## config.mk

```make
export PLATFORM = sky130hd
export DESIGN_NAME = fir_secuenciador
export DESIGN_NICKNAME = d
export VERILOG_FILES = /design/src/rtl/fir_secuenciador_pkg.sv /design/src/rtl/fir_secuenciador_banco_coef.sv /design/src/rtl/fir_secuenciador.sv
export SDC_FILE = /design/constraint.sdc
export NUM_CORES = 1
export LEC_CHECK = 0
export CORE_AREA = 3 3 165 167
export DETAILED_ROUTE_END_ITERATION = 12
export DIE_AREA = 0 0 168 170
export GPL_TIMING_DRIVEN = 0
export PLACE_DENSITY = 0.58
export SETUP_SLACK_MARGIN = 0.4
export SLEW_MARGIN = 20
export SYNTH_ARGS = -nofsm -noshare
export SYNTH_HDL_FRONTEND = slang
export SYNTH_SLANG_ARGS = --single-unit
```

## constraint.sdc

```tcl
create_clock -name clk -period 2.38 [get_ports clk]
set_input_delay 0.476 -clock clk [delete_from_list [all_inputs] [get_ports clk]]
set_output_delay 0.476 -clock clk [all_outputs]
set_load 0.01 [all_outputs]
```

## src/rtl/fir_secuenciador_pkg.sv

```systemverilog
// Shared constants for the FIR sequencer: default widths/latency and FSM state encoding.
package fir_secuenciador_pkg;

    localparam int unsigned NDef    = 16;
    localparam int unsigned TapsDef = 4;
    localparam int unsigned LatDef  = 4;

    typedef enum logic [1:0] {
        StIdle  = 2'd0,
        StIssue = 2'd1,
        StWait  = 2'd2
    } estado_e;

    // Index width that stays at least one bit wide when the bank has a single entry.
    function automatic int unsigned idx_width(input int unsigned n);
        return (n > 1) ? $clog2(n) : 1;
    endfunction

endpackage

```

## src/rtl/fir_secuenciador_banco_coef.sv

```systemverilog
// Coefficient register file: synchronous write, combinational read, synchronous clear.
module banco_coef
    import fir_secuenciador_pkg::*;
#(
    parameter int unsigned N    = NDef,
    parameter int unsigned TAPS = TapsDef,
    parameter int unsigned AW   = idx_width(TAPS)
) (
    input  logic          clk_i,
    input  logic          reset_i,
    input  logic          we_i,
    input  logic [AW-1:0] waddr_i,
    input  logic [N-1:0]  wdata_i,
    input  logic [AW-1:0] raddr_i,
    output logic [N-1:0]  rdata_o
);

    logic [N-1:0] mem_q [TAPS];
    logic [N-1:0] mem_d [TAPS];
    logic         we_ok;

    assign we_ok = we_i && (32'(waddr_i) < TAPS);

    always_comb begin
        mem_d = mem_q;
        if (we_ok) begin
            mem_d[waddr_i] = wdata_i;
        end
    end

    // A write in the same cycle as the read is forwarded, so a start that coincides with
    // a coefficient update already issues the new value.
    always_comb begin
        rdata_o = mem_q[raddr_i];
        if (we_ok && (waddr_i == raddr_i)) begin
            rdata_o = wdata_i;
        end
    end

    always_ff @(posedge clk_i) begin
        if (reset_i) begin
            for (int unsigned i = 0; i < TAPS; i++) begin
                mem_q[i] <= '0;
            end
        end else begin
            mem_q <= mem_d;
        end
    end

endmodule

```

## src/rtl/fir_secuenciador.sv

```systemverilog
// FIR sequencer: delay line plus tap-by-tap issue of (coef, sample, partial sum) to a
// downstream multiply-add unit, with the final sum presented on salida/valido.
module fir_secuenciador
    import fir_secuenciador_pkg::*;
#(
    parameter int unsigned N    = NDef,
    parameter int unsigned TAPS = TapsDef,
    parameter int unsigned LAT  = LatDef,
    localparam int unsigned AW  = idx_width(TAPS)
) (
    input  logic          clk,
    input  logic          reset,
    input  logic          start,
    input  logic [N-1:0]  muestra,
    input  logic          coef_we,
    input  logic [AW-1:0] coef_addr,
    input  logic [N-1:0]  coef_data,
    input  logic [N-1:0]  resultado_in,
    output logic [N-1:0]  dato1,
    output logic [N-1:0]  dato2,
    output logic [N-1:0]  dato3,
    output logic [N-1:0]  salida,
    output logic          valido,
    output logic          busy
);

    localparam int unsigned   CW      = $clog2(LAT + 1);
    localparam logic [AW-1:0] KLast   = AW'(TAPS - 1);
    localparam logic [CW-1:0] CntLoad = CW'(LAT);

    estado_e       state_q, state_d;
    logic [AW-1:0] k_q, k_d, rd_idx;
    logic [CW-1:0] cnt_q, cnt_d;
    logic [N-1:0]  x_q [TAPS];
    logic [N-1:0]  x_d [TAPS];
    logic [N-1:0]  dato1_q, dato1_d, dato2_q, dato2_d, dato3_q, dato3_d;
    logic [N-1:0]  salida_q, salida_d;
    logic          valido_q, valido_d;
    logic [N-1:0]  coef_rd;
    logic          coef_we_idle;

    assign coef_we_idle = coef_we && (state_q == StIdle);

    banco_coef #(
        .N    (N),
        .TAPS (TAPS),
        .AW   (AW)
    ) u_banco_coef (
        .clk_i   (clk),
        .reset_i (reset),
        .we_i    (coef_we_idle),
        .waddr_i (coef_addr),
        .wdata_i (coef_data),
        .raddr_i (rd_idx),
        .rdata_o (coef_rd)
    );

    // Operand registers are loaded on the edge entering ISSUE, so the tap's operands are
    // visible during the ISSUE cycle itself. The partial sum is forwarded straight from
    // resultado_in rather than through a separate accumulator register.
    always_comb begin
        state_d  = state_q;
        k_d      = k_q;
        cnt_d    = cnt_q;
        x_d      = x_q;
        dato1_d  = '0;
        dato2_d  = '0;
        dato3_d  = '0;
        salida_d = salida_q;
        valido_d = 1'b0;
        rd_idx   = (state_q == StIdle) ? '0 : k_q + 1'b1;

        unique case (state_q)
            StIdle: begin
                if (start) begin
                    for (int unsigned i = 1; i < TAPS; i++) begin
                        x_d[i] = x_q[i-1];
                    end
                    x_d[0]  = muestra;
                    k_d     = '0;
                    dato1_d = coef_rd;
                    dato2_d = muestra;
                    state_d = StIssue;
                end
            end
            StIssue: begin
                cnt_d   = CntLoad;
                state_d = StWait;
            end
            StWait: begin
                if (cnt_q == CW'(1)) begin
                    if (k_q == KLast) begin
                        salida_d = resultado_in;
                        valido_d = 1'b1;
                        state_d  = StIdle;
                    end else begin
                        k_d     = rd_idx;
                        dato1_d = coef_rd;
                        dato2_d = x_q[rd_idx];
                        dato3_d = resultado_in;
                        state_d = StIssue;
                    end
                end else begin
                    cnt_d = cnt_q - 1'b1;
                end
            end
            default: state_d = StIdle;
        endcase
    end

    always_ff @(posedge clk) begin
        if (reset) begin
            state_q  <= StIdle;
            k_q      <= '0;
            cnt_q    <= '0;
            dato1_q  <= '0;
            dato2_q  <= '0;
            dato3_q  <= '0;
            salida_q <= '0;
            valido_q <= 1'b0;
            for (int unsigned i = 0; i < TAPS; i++) begin
                x_q[i] <= '0;
            end
        end else begin
            state_q  <= state_d;
            k_q      <= k_d;
            cnt_q    <= cnt_d;
            dato1_q  <= dato1_d;
            dato2_q  <= dato2_d;
            dato3_q  <= dato3_d;
            salida_q <= salida_d;
            valido_q <= valido_d;
            x_q      <= x_d;
        end
    end

    assign dato1  = dato1_q;
    assign dato2  = dato2_q;
    assign dato3  = dato3_q;
    assign salida = salida_q;
    assign valido = valido_q;
    assign busy   = (state_q != StIdle);

endmodule

```

==> flow_summary.html, run 1 <==
<table>
<tr><th>Metric</th><th>Value</th></tr>
<tr><th colspan="2">Global routing</th></tr>
<tr><td>Wire length of the first global-routing pass</td><td>35.5 mm</td></tr>
<tr><td>Largest net degree at the start of global routing</td><td>22</td></tr>
<tr><td>Initial antenna violation count</td><td>0</td></tr>
<tr><td>Vias in the first global route</td><td>6389</td></tr>
<tr><td>Global-route usage over all layers</td><td>15.7%</td></tr>
<tr><td>GR Overflow Total</td><td>0</td></tr>
<tr><th colspan="2">Critical path</th></tr>
<tr><td>Critical path data arrival time</td><td>1590 ps</td></tr>
<tr><td>Maximum fanout count along the critical path</td><td>10</td></tr>
<tr><td>Highest-delay cell along the critical path</td><td>sky130_fd_sc_hd__dfxtp_1</td></tr>
<tr><td>Worst stage delay on the critical path</td><td>340 ps</td></tr>
<tr><td>WP data required</td><td>1900 ps</td></tr>
<tr><td>Critical path capture point type</td><td>primary output</td></tr>
<tr><td>CP cell instances</td><td>buf_6, nor2_4, inv_2, buf_8, buf_8, clkdlybuf4s15_2</td></tr>
<tr><td>Cell occurring most often along the worst timing path</td><td>sky130_fd_sc_hd__buf_8</td></tr>
<tr><td>Cell class contributing the biggest share of worst-path delay</td><td>buffers and inverters</td></tr>
<tr><td>Setup crit start kind</td><td>register</td></tr>
<tr><td>Setup CP Type</td><td>register to primary output</td></tr>
<tr><td>Worst path buffer plus inverter count</td><td>5</td></tr>
<tr><th colspan="2">Clock network</th></tr>
<tr><td>TritonCTS clock tree</td><td>done</td></tr>
<tr><td>Root Buffer</td><td>sky130_fd_sc_hd__clkbuf_16</td></tr>
<tr><td>Clock Tree Buf Depth</td><td>2</td></tr>
<tr><td>Number of hold buffers added after CTS</td><td>0</td></tr>
<tr><td>Clock network latency to the later pin of the worst-skew pair</td><td>450 ps</td></tr>
<tr><td>Clock-pin slew reported for the worst setup and hold paths after clock tree synthesis</td><td>80 ps</td></tr>
<tr><td>Clock sink count</td><td>200</td></tr>
<tr><td>Depth of the CTS H-tree</td><td>4</td></tr>
<tr><td>Clock buffers created by TritonCTS</td><td>17</td></tr>
<tr><th colspan="2">Logic synthesis</th></tr>
<tr><td>Number of enable flip-flop cells after synthesis</td><td>0</td></tr>
<tr><td>Main flop type after synthesis</td><td>sky130_fd_sc_hd__dfxtp_1</td></tr>
<tr><td>Post-synthesis cell area</td><td>0.00777 mm2</td></tr>
<tr><td>Sequential area share after synthesis</td><td>51.5%</td></tr>
<tr><td>Yosys warning total</td><td>0</td></tr>
<tr><td>Fraction of post-synthesis cell area in the top cell type by area</td><td>51.5%</td></tr>
<tr><td>Number of different library cells in the post-synthesis netlist</td><td>46</td></tr>
<tr><td>Fraction of synthesis flops using an asynchronous set or reset pin</td><td>0%</td></tr>
<tr><td>Net count of the mapped netlist</td><td>945</td></tr>
<tr><td>Seq cells post-synth</td><td>200</td></tr>
<tr><td>Number of instances in the synthesized netlist</td><td>888</td></tr>
<tr><td>Largest cells by area after synthesis</td><td>sky130_fd_sc_hd__dfxtp_1 52%, sky130_fd_sc_hd__nand2_1 12%, sky130_fd_sc_hd__a21oi_1 8.6%</td></tr>
<tr><td>Mean post-synth cell area</td><td>8.75 um2</td></tr>
<tr><td>Ranking of synthesized cells by instance count</td><td>243 x sky130_fd_sc_hd__nand2_1, 200 x sky130_fd_sc_hd__dfxtp_1, 133 x sky130_fd_sc_hd__a21oi_1</td></tr>
<tr><td>Most frequent cell after synthesis</td><td>sky130_fd_sc_hd__nand2_1</td></tr>
<tr><td>Biggest area consumer among synthesized cells</td><td>sky130_fd_sc_hd__dfxtp_1</td></tr>
<tr><th colspan="2">Placement</th></tr>
<tr><td>Weighted congestion reported at the end of routability-driven placement</td><td>0.765</td></tr>
<tr><td>Detailed-placement wirelength estimate</td><td>15.6 mm</td></tr>
<tr><td>Number of cells in the design after placement</td><td>1342</td></tr>
<tr><td>Buffers on Ports</td><td>119</td></tr>
<tr><td>Placement Cell Area</td><td>0.00938 mm2</td></tr>
<tr><th colspan="2">STA</th></tr>
<tr><td>Worst Hold Margin</td><td>454 ps</td></tr>
<tr><td>Fin Clk Skew</td><td>17.2 ps</td></tr>
<tr><td>Max Fclk</td><td>485 MHz</td></tr>
<tr><td>Setup repair after global routing missed its margin</td><td>true</td></tr>
<tr><td>Final Max Slew Viols</td><td>0</td></tr>
<tr><td>Tightest Pin Transition</td><td>720 ps</td></tr>
<tr><td>Setup violators final</td><td>0</td></tr>
<tr><td>Max transition margin</td><td>52.0%</td></tr>
<tr><td>Fin crit share</td><td>86.7%</td></tr>
<tr><td>Shortest period the worst path allows</td><td>2060 ps</td></tr>
<tr><td>Number of hold-slack violations in the final timing report</td><td>0</td></tr>
<tr><th colspan="2">Finish</th></tr>
<tr><td>Ant diodes</td><td>0</td></tr>
<tr><td>Layout cell share with drive strength beyond 1</td><td>12.9%</td></tr>
<tr><td>Total of fill cells in the finished design</td><td>2578</td></tr>
<tr><td>Nets@finish</td><td>1086</td></tr>
<tr><td>Final non-filler cell area</td><td>0.0101 mm2</td></tr>
<tr><td>Area added between synthesis and finish</td><td>30.6%</td></tr>
<tr><td>Finished Layout Cells</td><td>1377</td></tr>
<tr><th colspan="2">Status</th></tr>
<tr><td>Status</td><td>completed</td></tr>
<tr><th colspan="2">Detailed routing</th></tr>
<tr><td>Vias</td><td>6675</td></tr>
<tr><td>Wire length after detailed routing</td><td>22.4 mm</td></tr>
<tr><td>First-pass iteration count of the detailed router</td><td>10</td></tr>
<tr><td>Per-cell via count in the routed design</td><td>4.85</td></tr>
<tr><td>Detailed-route DRC error count</td><td>0</td></tr>
<tr><td>Starting DRC count in detailed routing</td><td>468</td></tr>
<tr><td>Drt wl/cell</td><td>16.3 um</td></tr>
<tr><td>Remaining antenna violation count after routing</td><td>0</td></tr>
<tr><th colspan="2">Floorplanning</th></tr>
<tr><td>Boundary pin count</td><td>120</td></tr>
<tr><td>Die footprint</td><td>0.0286 mm2</td></tr>
<tr><td>Height of the chip</td><td>170 um</td></tr>
<tr><td>DIE WIDTH</td><td>168 um</td></tr>
<tr><td>Number of placement rows</td><td>59</td></tr>
<tr><td>Effective utilization at floorplan</td><td>30.0%</td></tr>
<tr><td>Core area</td><td>0.0259 mm2</td></tr>
<tr><th colspan="2">Pwr</th></tr>
<tr><td>Peak VDD IR</td><td>334 uV</td></tr>
<tr><td>Standby leakage power</td><td>0.00359 uW</td></tr>
<tr><td>Cell Pwr Density</td><td>715 mW/mm2</td></tr>
<tr><th colspan="2">Min path</th></tr>
<tr><td>Class of the most critical hold timing path</td><td>register to register</td></tr>
<tr><th colspan="2">Job</th></tr>
<tr><td>Number of maximum-capacitance violations</td><td>0</td></tr>
</table>
-- through the flow --
stage          TNS [ps]  power, uW  util [%]  setup slack (ps)
3_5_place_dp     -23870       4340      36.2              -360
6_report              0       7260      39.2               317
5_1_grt               0       7560      39.2               225
3_3_place_gp     -22670       4330      36.2              -337
2_1_floorplan         0       4000         -               643
4_1_cts               0       7310      38.9               247
-- path summary, 6_finish.rpt --
check,startpoint,endpoint,slack [ps],cells after the start
worst min register to register,u_banco_coef.mem_q[16]$_SDFFE_PP0P_,u_banco_coef.mem_q[16]$_SDFFE_PP0P_,450,2
worst min-delay path,u_banco_coef.mem_q[16]$_SDFFE_PP0P_,u_banco_coef.mem_q[16]$_SDFFE_PP0P_,450,2
worst max register to register,cnt_q[1]$_SDFFE_PP0P_,dato1[9]$_SDFF_PP0_,380,8
worst max-delay path,state_q[1]$_SDFFE_PP0P_,busy,320,6
-- report_power, final --
part	switching [uW]	leakage (uW)	total [uW]	internal, uW
clock network	1500	0.000296	2960	1460
logic	454	0.00167	793	339
registers	59.6	0.00162	3500	3440
total	2020	0.00359	7260	5240
-- area by class of cell --
type	instances	area [um2]	area share (%)
buffer	67	402	3.96
clock buffer	18	439	4.33
clock inverter	14	173	1.70
inverter	23	86.3	0.851
multi-input combinational	598	3410	33.6
sequential	200	4010	39.5
tap	335	419	4.13
timing repair buffer	122	1210	12.0
-- registers in the layout (all words and copies together) (netlist names) --
name	count
u_banco_coef.mem_q	64
x_q	64
dato1	16
dato2	16
dato3	16
salida	16
cnt_q	3
k_q	2
state_q	2
valido	1
-- worst min-delay path, cell delays in order (launching register included) --
cell and delay, ps:
sky130_fd_sc_hd__dfxtp_1 310, sky130_fd_sc_hd__nand2_1 50, sky130_fd_sc_hd__a21oi_1 50
-- repair_timing --
item	CTS	global route
resized for setup	30	44
pin swaps	1	2
gates cloned	0	0
buffers inserted	2	1
endpoints found under the setup margin	123	139
-- routing by layer --
metal  wire, um  global-route usage, %  vias up
met5          0                      0        -
met4        276                   4.55        0
met2      11000                   26.7      174
li1           -                      -     3299
met3       1050                   3.11       20
met1      10100                   20.4     3182
-- layout by cell type, fill, tap and decap left out, types with 3 or more instances in the layout --
| cell | netlist | final |
|---|---|---|
| sky130_fd_sc_hd__buf_2 | 20 | 20 |
| sky130_fd_sc_hd__clkbuf_1 | 38 | 14 |
| sky130_fd_sc_hd__nor3_1 | 4 | 3 |
| sky130_fd_sc_hd__clkbuf_4 | 0 | 5 |
| sky130_fd_sc_hd__nand2_1 | 243 | 243 |
| sky130_fd_sc_hd__nor2_1 | 41 | 39 |
| sky130_fd_sc_hd__clkbuf_16 | 0 | 17 |
| sky130_fd_sc_hd__a222oi_1 | 16 | 16 |
| sky130_fd_sc_hd__mux2i_1 | 49 | 49 |
| sky130_fd_sc_hd__buf_4 | 2 | 5 |
| sky130_fd_sc_hd__a21oi_2 | 0 | 3 |
| sky130_fd_sc_hd__o21ai_0 | 15 | 15 |
| sky130_fd_sc_hd__inv_1 | 22 | 22 |
| sky130_fd_sc_hd__o21ai_1 | 4 | 3 |
| sky130_fd_sc_hd__mux2_2 | 17 | 17 |
| sky130_fd_sc_hd__clkbuf_2 | 1 | 17 |
| sky130_fd_sc_hd__o211ai_2 | 9 | 9 |
| sky130_fd_sc_hd__a32oi_1 | 15 | 15 |
| sky130_fd_sc_hd__dfxtp_1 | 200 | 199 |
| sky130_fd_sc_hd__o211ai_1 | 8 | 8 |
| sky130_fd_sc_hd__clkinv_8 | 0 | 5 |
| sky130_fd_sc_hd__clkinv_4 | 0 | 3 |
| sky130_fd_sc_hd__buf_6 | 5 | 6 |
| sky130_fd_sc_hd__inv_6 | 0 | 3 |
| sky130_fd_sc_hd__a21oi_1 | 133 | 129 |
| sky130_fd_sc_hd__clkdlybuf4s50_1 | 0 | 118 |
| sky130_fd_sc_hd__and2_1 | 16 | 16 |
-- kinds of logic after synthesis --
| logic type | synth area share (%) |
|---|---|
| DFF | 51.5 |
| and+or+nand+nor | 17.6 |
| AOI/OAI and AO/OA | 16.4 |
| buffers and inverters | 5.26 |
| muxes | 8.77 |
| adders and majority gates | 0.483 |
No activity file was read; power rests on OpenSTA's default activity.
==> inputs of run 2 (changes only) <==
CAP_MARGIN = 20   (was not set)
==> results of run 2 <==
Final layout, timing and power as in run 1 (identical DEF).
==> inputs of run 3 (changes only) <==
CORE_AREA = 3 3 139 141   (was 3 3 165 167)
DIE_AREA = 0 0 142 144   (was 0 0 168 170)
PLACE_DENSITY = 0.74   (was 0.58)
==> run 3 against run 2 <==
Highest routed layer unchanged. Critical path type unchanged. Register-to-register slack better by 80 ps. Combinational power is 5.4% higher. Utilization is 16 points higher. Non-clock buffer count is 7 higher. Worst setup slack better by 93 ps. Final area is 0.90% lower. Sequential share of layout area is 0.38 points higher.
==> flow_summary.html, run 3 (synthesis results as in run 1) <==
<table>
<tr><th>Metric</th><th>Value</th></tr>
<tr><th colspan="2">Critical path</th></tr>
<tr><td>WP data required</td><td>1900 ps (about the same)</td></tr>
<tr><td>Reg2reg setup slack</td><td>460 ps (+80 ps)</td></tr>
<tr><td>Worst reg2reg path depth</td><td>8 (unchanged)</td></tr>
<tr><td>R2R Path End</td><td>u_banco_coef.mem_q[42]$_SDFFE_PP0P_</td></tr>
<tr><td>Setup CP Type</td><td>register to primary output</td></tr>
<tr><td>Critical path capture point type</td><td>primary output</td></tr>
<tr><td>Startpoint of the worst register-to-register path</td><td>state_q[1]$_SDFFE_PP0P_</td></tr>
<tr><td>Maximum fanout count along the critical path</td><td>7 (-3)</td></tr>
<tr><td>Setup crit start kind</td><td>register</td></tr>
<tr><td>Critical path data arrival time</td><td>1490 ps (-100 ps)</td></tr>
<tr><th colspan="2">Finish</th></tr>
<tr><td>Finished Layout Cells</td><td>1278 (-7.2%)</td></tr>
<tr><td>Area added between synthesis and finish</td><td>29.4%</td></tr>
<tr><td>Nets@finish</td><td>1093 (+0.64%)</td></tr>
<tr><td>Most used cells in the layout excluding fill and tap cells</td><td>243 x sky130_fd_sc_hd__nand2_1, 197 x sky130_fd_sc_hd__dfxtp_1, 131 x sky130_fd_sc_hd__a21oi_1, 118 x sky130_fd_sc_hd__clkdlybuf4s50_1, 49 x sky130_fd_sc_hd__mux2i_1</td></tr>
<tr><td>Ant diodes</td><td>0 (unchanged)</td></tr>
<tr><td>Largest regs</td><td>u_banco_coef.mem_q (64), x_q (64)</td></tr>
<tr><td>Leading cell type in the layout, fill and taps excluded</td><td>sky130_fd_sc_hd__nand2_1</td></tr>
<tr><td>Share of the core filled with cells in the final layout</td><td>55.6% (+16 points)</td></tr>
<tr><td>Layout cell share with drive strength beyond 1</td><td>13.8% (+0.96 points)</td></tr>
<tr><th colspan="2">Placement</th></tr>
<tr><td>Buffers on Ports</td><td>119 (unchanged)</td></tr>
<tr><td>Weighted congestion reported at the end of routability-driven placement</td><td>0.849 (+11%)</td></tr>
<tr><td>Detailed-placement wirelength estimate</td><td>14.5 mm (-6.6%)</td></tr>
<tr><td>Number of cells in the design after placement</td><td>1236 (-7.9%)</td></tr>
<tr><th colspan="2">STA</th></tr>
<tr><td>Shortest period the worst path allows</td><td>1970 ps (-92.8 ps)</td></tr>
<tr><td>Fin Clk Skew</td><td>10.7 ps (-6.49 ps)</td></tr>
<tr><td>Setup violators final</td><td>0 (unchanged)</td></tr>
<tr><td>Setup repair after global routing missed its margin</td><td>true</td></tr>
<tr><td>Worst Hold Margin</td><td>455 ps (+1.58 ps)</td></tr>
<tr><td>Tightest Pin Transition</td><td>666 ps (-54.3 ps)</td></tr>
<tr><td>Number of hold-slack violations in the final timing report</td><td>0 (unchanged)</td></tr>
<tr><td>Final Max Slew Viols</td><td>0 (unchanged)</td></tr>
<tr><td>Max Fclk</td><td>507 MHz (+4.7%)</td></tr>
<tr><td>Max transition margin</td><td>55.6% (+3.6 points)</td></tr>
<tr><td>Fin crit share</td><td>82.8% (-3.9 points)</td></tr>
<tr><td>Setup TNS</td><td>0 ps (unchanged)</td></tr>
<tr><th colspan="2">Global routing</th></tr>
<tr><td>GR Overflow Total</td><td>0 (unchanged)</td></tr>
<tr><td>Wire length of the first global-routing pass</td><td>33.5 mm (-5.8%)</td></tr>
<tr><td>Largest net degree at the start of global routing</td><td>19 (-14%)</td></tr>
<tr><td>Global-route usage over all layers</td><td>20.6% (+4.9 points)</td></tr>
<tr><td>Vias in the first global route</td><td>6345 (-0.69%)</td></tr>
<tr><td>Initial antenna violation count</td><td>0 (unchanged)</td></tr>
<tr><th colspan="2">Clock network</th></tr>
<tr><td>Clock sink count</td><td>200 (unchanged)</td></tr>
<tr><td>Clock Tree Buf Depth</td><td>2 (unchanged)</td></tr>
<tr><td>Clock-pin slew reported for the worst setup and hold paths after clock tree synthesis</td><td>70 ps (about the same)</td></tr>
<tr><td>Clock buffers created by TritonCTS</td><td>17 (unchanged)</td></tr>
<tr><td>TritonCTS clock tree</td><td>done</td></tr>
<tr><td>Depth of the CTS H-tree</td><td>4 (unchanged)</td></tr>
<tr><td>Clock network latency to the later pin of the worst-skew pair</td><td>440 ps (about the same)</td></tr>
<tr><td>Root Buffer</td><td>sky130_fd_sc_hd__clkbuf_16</td></tr>
<tr><th colspan="2">Floorplanning</th></tr>
<tr><td>Boundary pin count</td><td>120 (unchanged)</td></tr>
<tr><td>Number of placement rows</td><td>49 (-17%)</td></tr>
<tr><td>Core area</td><td>0.0181 mm2 (-30%)</td></tr>
<tr><td>Height of the chip</td><td>144 um (-15%)</td></tr>
<tr><td>Effective utilization at floorplan</td><td>43.0% (+13 points)</td></tr>
<tr><td>Die footprint</td><td>0.0204 mm2 (-28%)</td></tr>
<tr><td>DIE WIDTH</td><td>142 um (-15%)</td></tr>
<tr><th colspan="2">Detailed routing</th></tr>
<tr><td>Remaining antenna violation count after routing</td><td>0 (unchanged)</td></tr>
<tr><td>Detailed-route DRC error count</td><td>0 (unchanged)</td></tr>
<tr><td>Wire length after detailed routing</td><td>21.5 mm (-4.2%)</td></tr>
<tr><td>Vias</td><td>6827 (+2.3%)</td></tr>
<tr><td>Starting DRC count in detailed routing</td><td>603 (+29%)</td></tr>
<tr><td>Drt wl/cell</td><td>16.8 um (+3.2%)</td></tr>
<tr><td>Per-cell via count in the routed design</td><td>5.34 (+10%)</td></tr>
<tr><td>First-pass iteration count of the detailed router</td><td>8 (-2)</td></tr>
<tr><th colspan="2">Min path</th></tr>
<tr><td>Hold-critical path endpoint</td><td>u_banco_coef.mem_q[18]$_SDFFE_PP0P_</td></tr>
<tr><td>Hold depth</td><td>2 (unchanged)</td></tr>
<tr><td>Class of the most critical hold timing path</td><td>register to register</td></tr>
<tr><td>Worst min-delay path startpoint</td><td>u_banco_coef.mem_q[18]$_SDFFE_PP0P_</td></tr>
<tr><th colspan="2">Job</th></tr>
<tr><td>Number of maximum-capacitance violations</td><td>0 (unchanged)</td></tr>
<tr><th colspan="2">Status</th></tr>
<tr><td>Status</td><td>completed</td></tr>
<tr><th colspan="2">Pwr</th></tr>
<tr><td>Cell Pwr Density</td><td>705 mW/mm2 (-1.3%)</td></tr>
<tr><td>Peak VDD IR</td><td>593 uV (+78%)</td></tr>
<tr><td>Standby leakage power</td><td>0.00361 uW (+0.47%)</td></tr>
</table>
run 3: cell type report:
| class | count | area (um2) |
|---|---|---|
| plain buffers | 67 | 404 |
| clock buffers | 19 | 443 |
| clock inverters | 13 | 114 |
| fillers | 1606 | 8030 |
| inverters | 23 | 86.3 |
| multi-input cells | 598 | 3450 |
| flip-flops and latches | 200 | 4010 |
| well taps | 229 | 287 |
| repair buffers | 129 | 1270 |
run 3: through the flow:
step / instance area (um2) / total power (uW) / setup WS [ps]
global placement: 9250 / 4320 / -384
detailed placement: 9250 / 4340 / -402
CTS: 9920 / 7060 / 264
global route: 10100 / 7330 / 368
finish: 10100 / 7090 / 409
floorplan: 7770 / 4000 / 643
run 3: worst max path at each step:
stage / startpoint / endpoint / slack, ps / cells after the start
6_report: state_q[1]$_SDFFE_PP0P_ / busy / 410 / 6
5_1_grt: k_q[0]$_SDFFE_PP0P_ / dato1[14]$_SDFF_PP0_ / 370 / 7
4_1_cts: state_q[1]$_SDFFE_PP0P_ / busy / 260 / 6
3_5_place_dp: reset / dato1[11]$_SDFF_PP0_ / -400 / 6
3_3_place_gp: reset / dato1[11]$_SDFF_PP0_ / -380 / 6
2_1_floorplan: cnt_q[1]$_SDFFE_PP0P_ / dato1[10]$_SDFF_PP0_ / 640 / 8
run 3: routing by layer:
metal / up-vias / global-route usage, % / wire length [um]
met5: - / 0 / 0
met1: 3278 / 26.3 / 9190
met2: 211 / 35.4 / 10700
met4: 0 / 6.36 / 352
met3: 27 / 4.17 / 1240
li1: 3311 / - / -
run 3: critical path, stage by stage (launching register included):
cell                        delay, ps
sky130_fd_sc_hd__dfxtp_2          330
sky130_fd_sc_hd__buf_6            130
sky130_fd_sc_hd__nor2_4           130
sky130_fd_sc_hd__inv_2             70
sky130_fd_sc_hd__buf_12           140
sky130_fd_sc_hd__clkbuf_16        150
sky130_fd_sc_hd__buf_6            110
run 3: what timing repair did:
item / 4_1_cts / 5_1_grt
endpoints found under the setup margin: 137 / 98
endpoints found under the hold margin: 0 / 0
buffers inserted: 3 / 7
hold buffers: 0 / 0
pin swaps: 2 / 2
gates resized for setup: 36 / 39
run 3: power by group:
part | switching [uW] | total (uW) | internal, uW
registers | 61.1 | 3510 | 3450
logic | 470 | 836 | 366
clock network | 1360 | 2750 | 1400
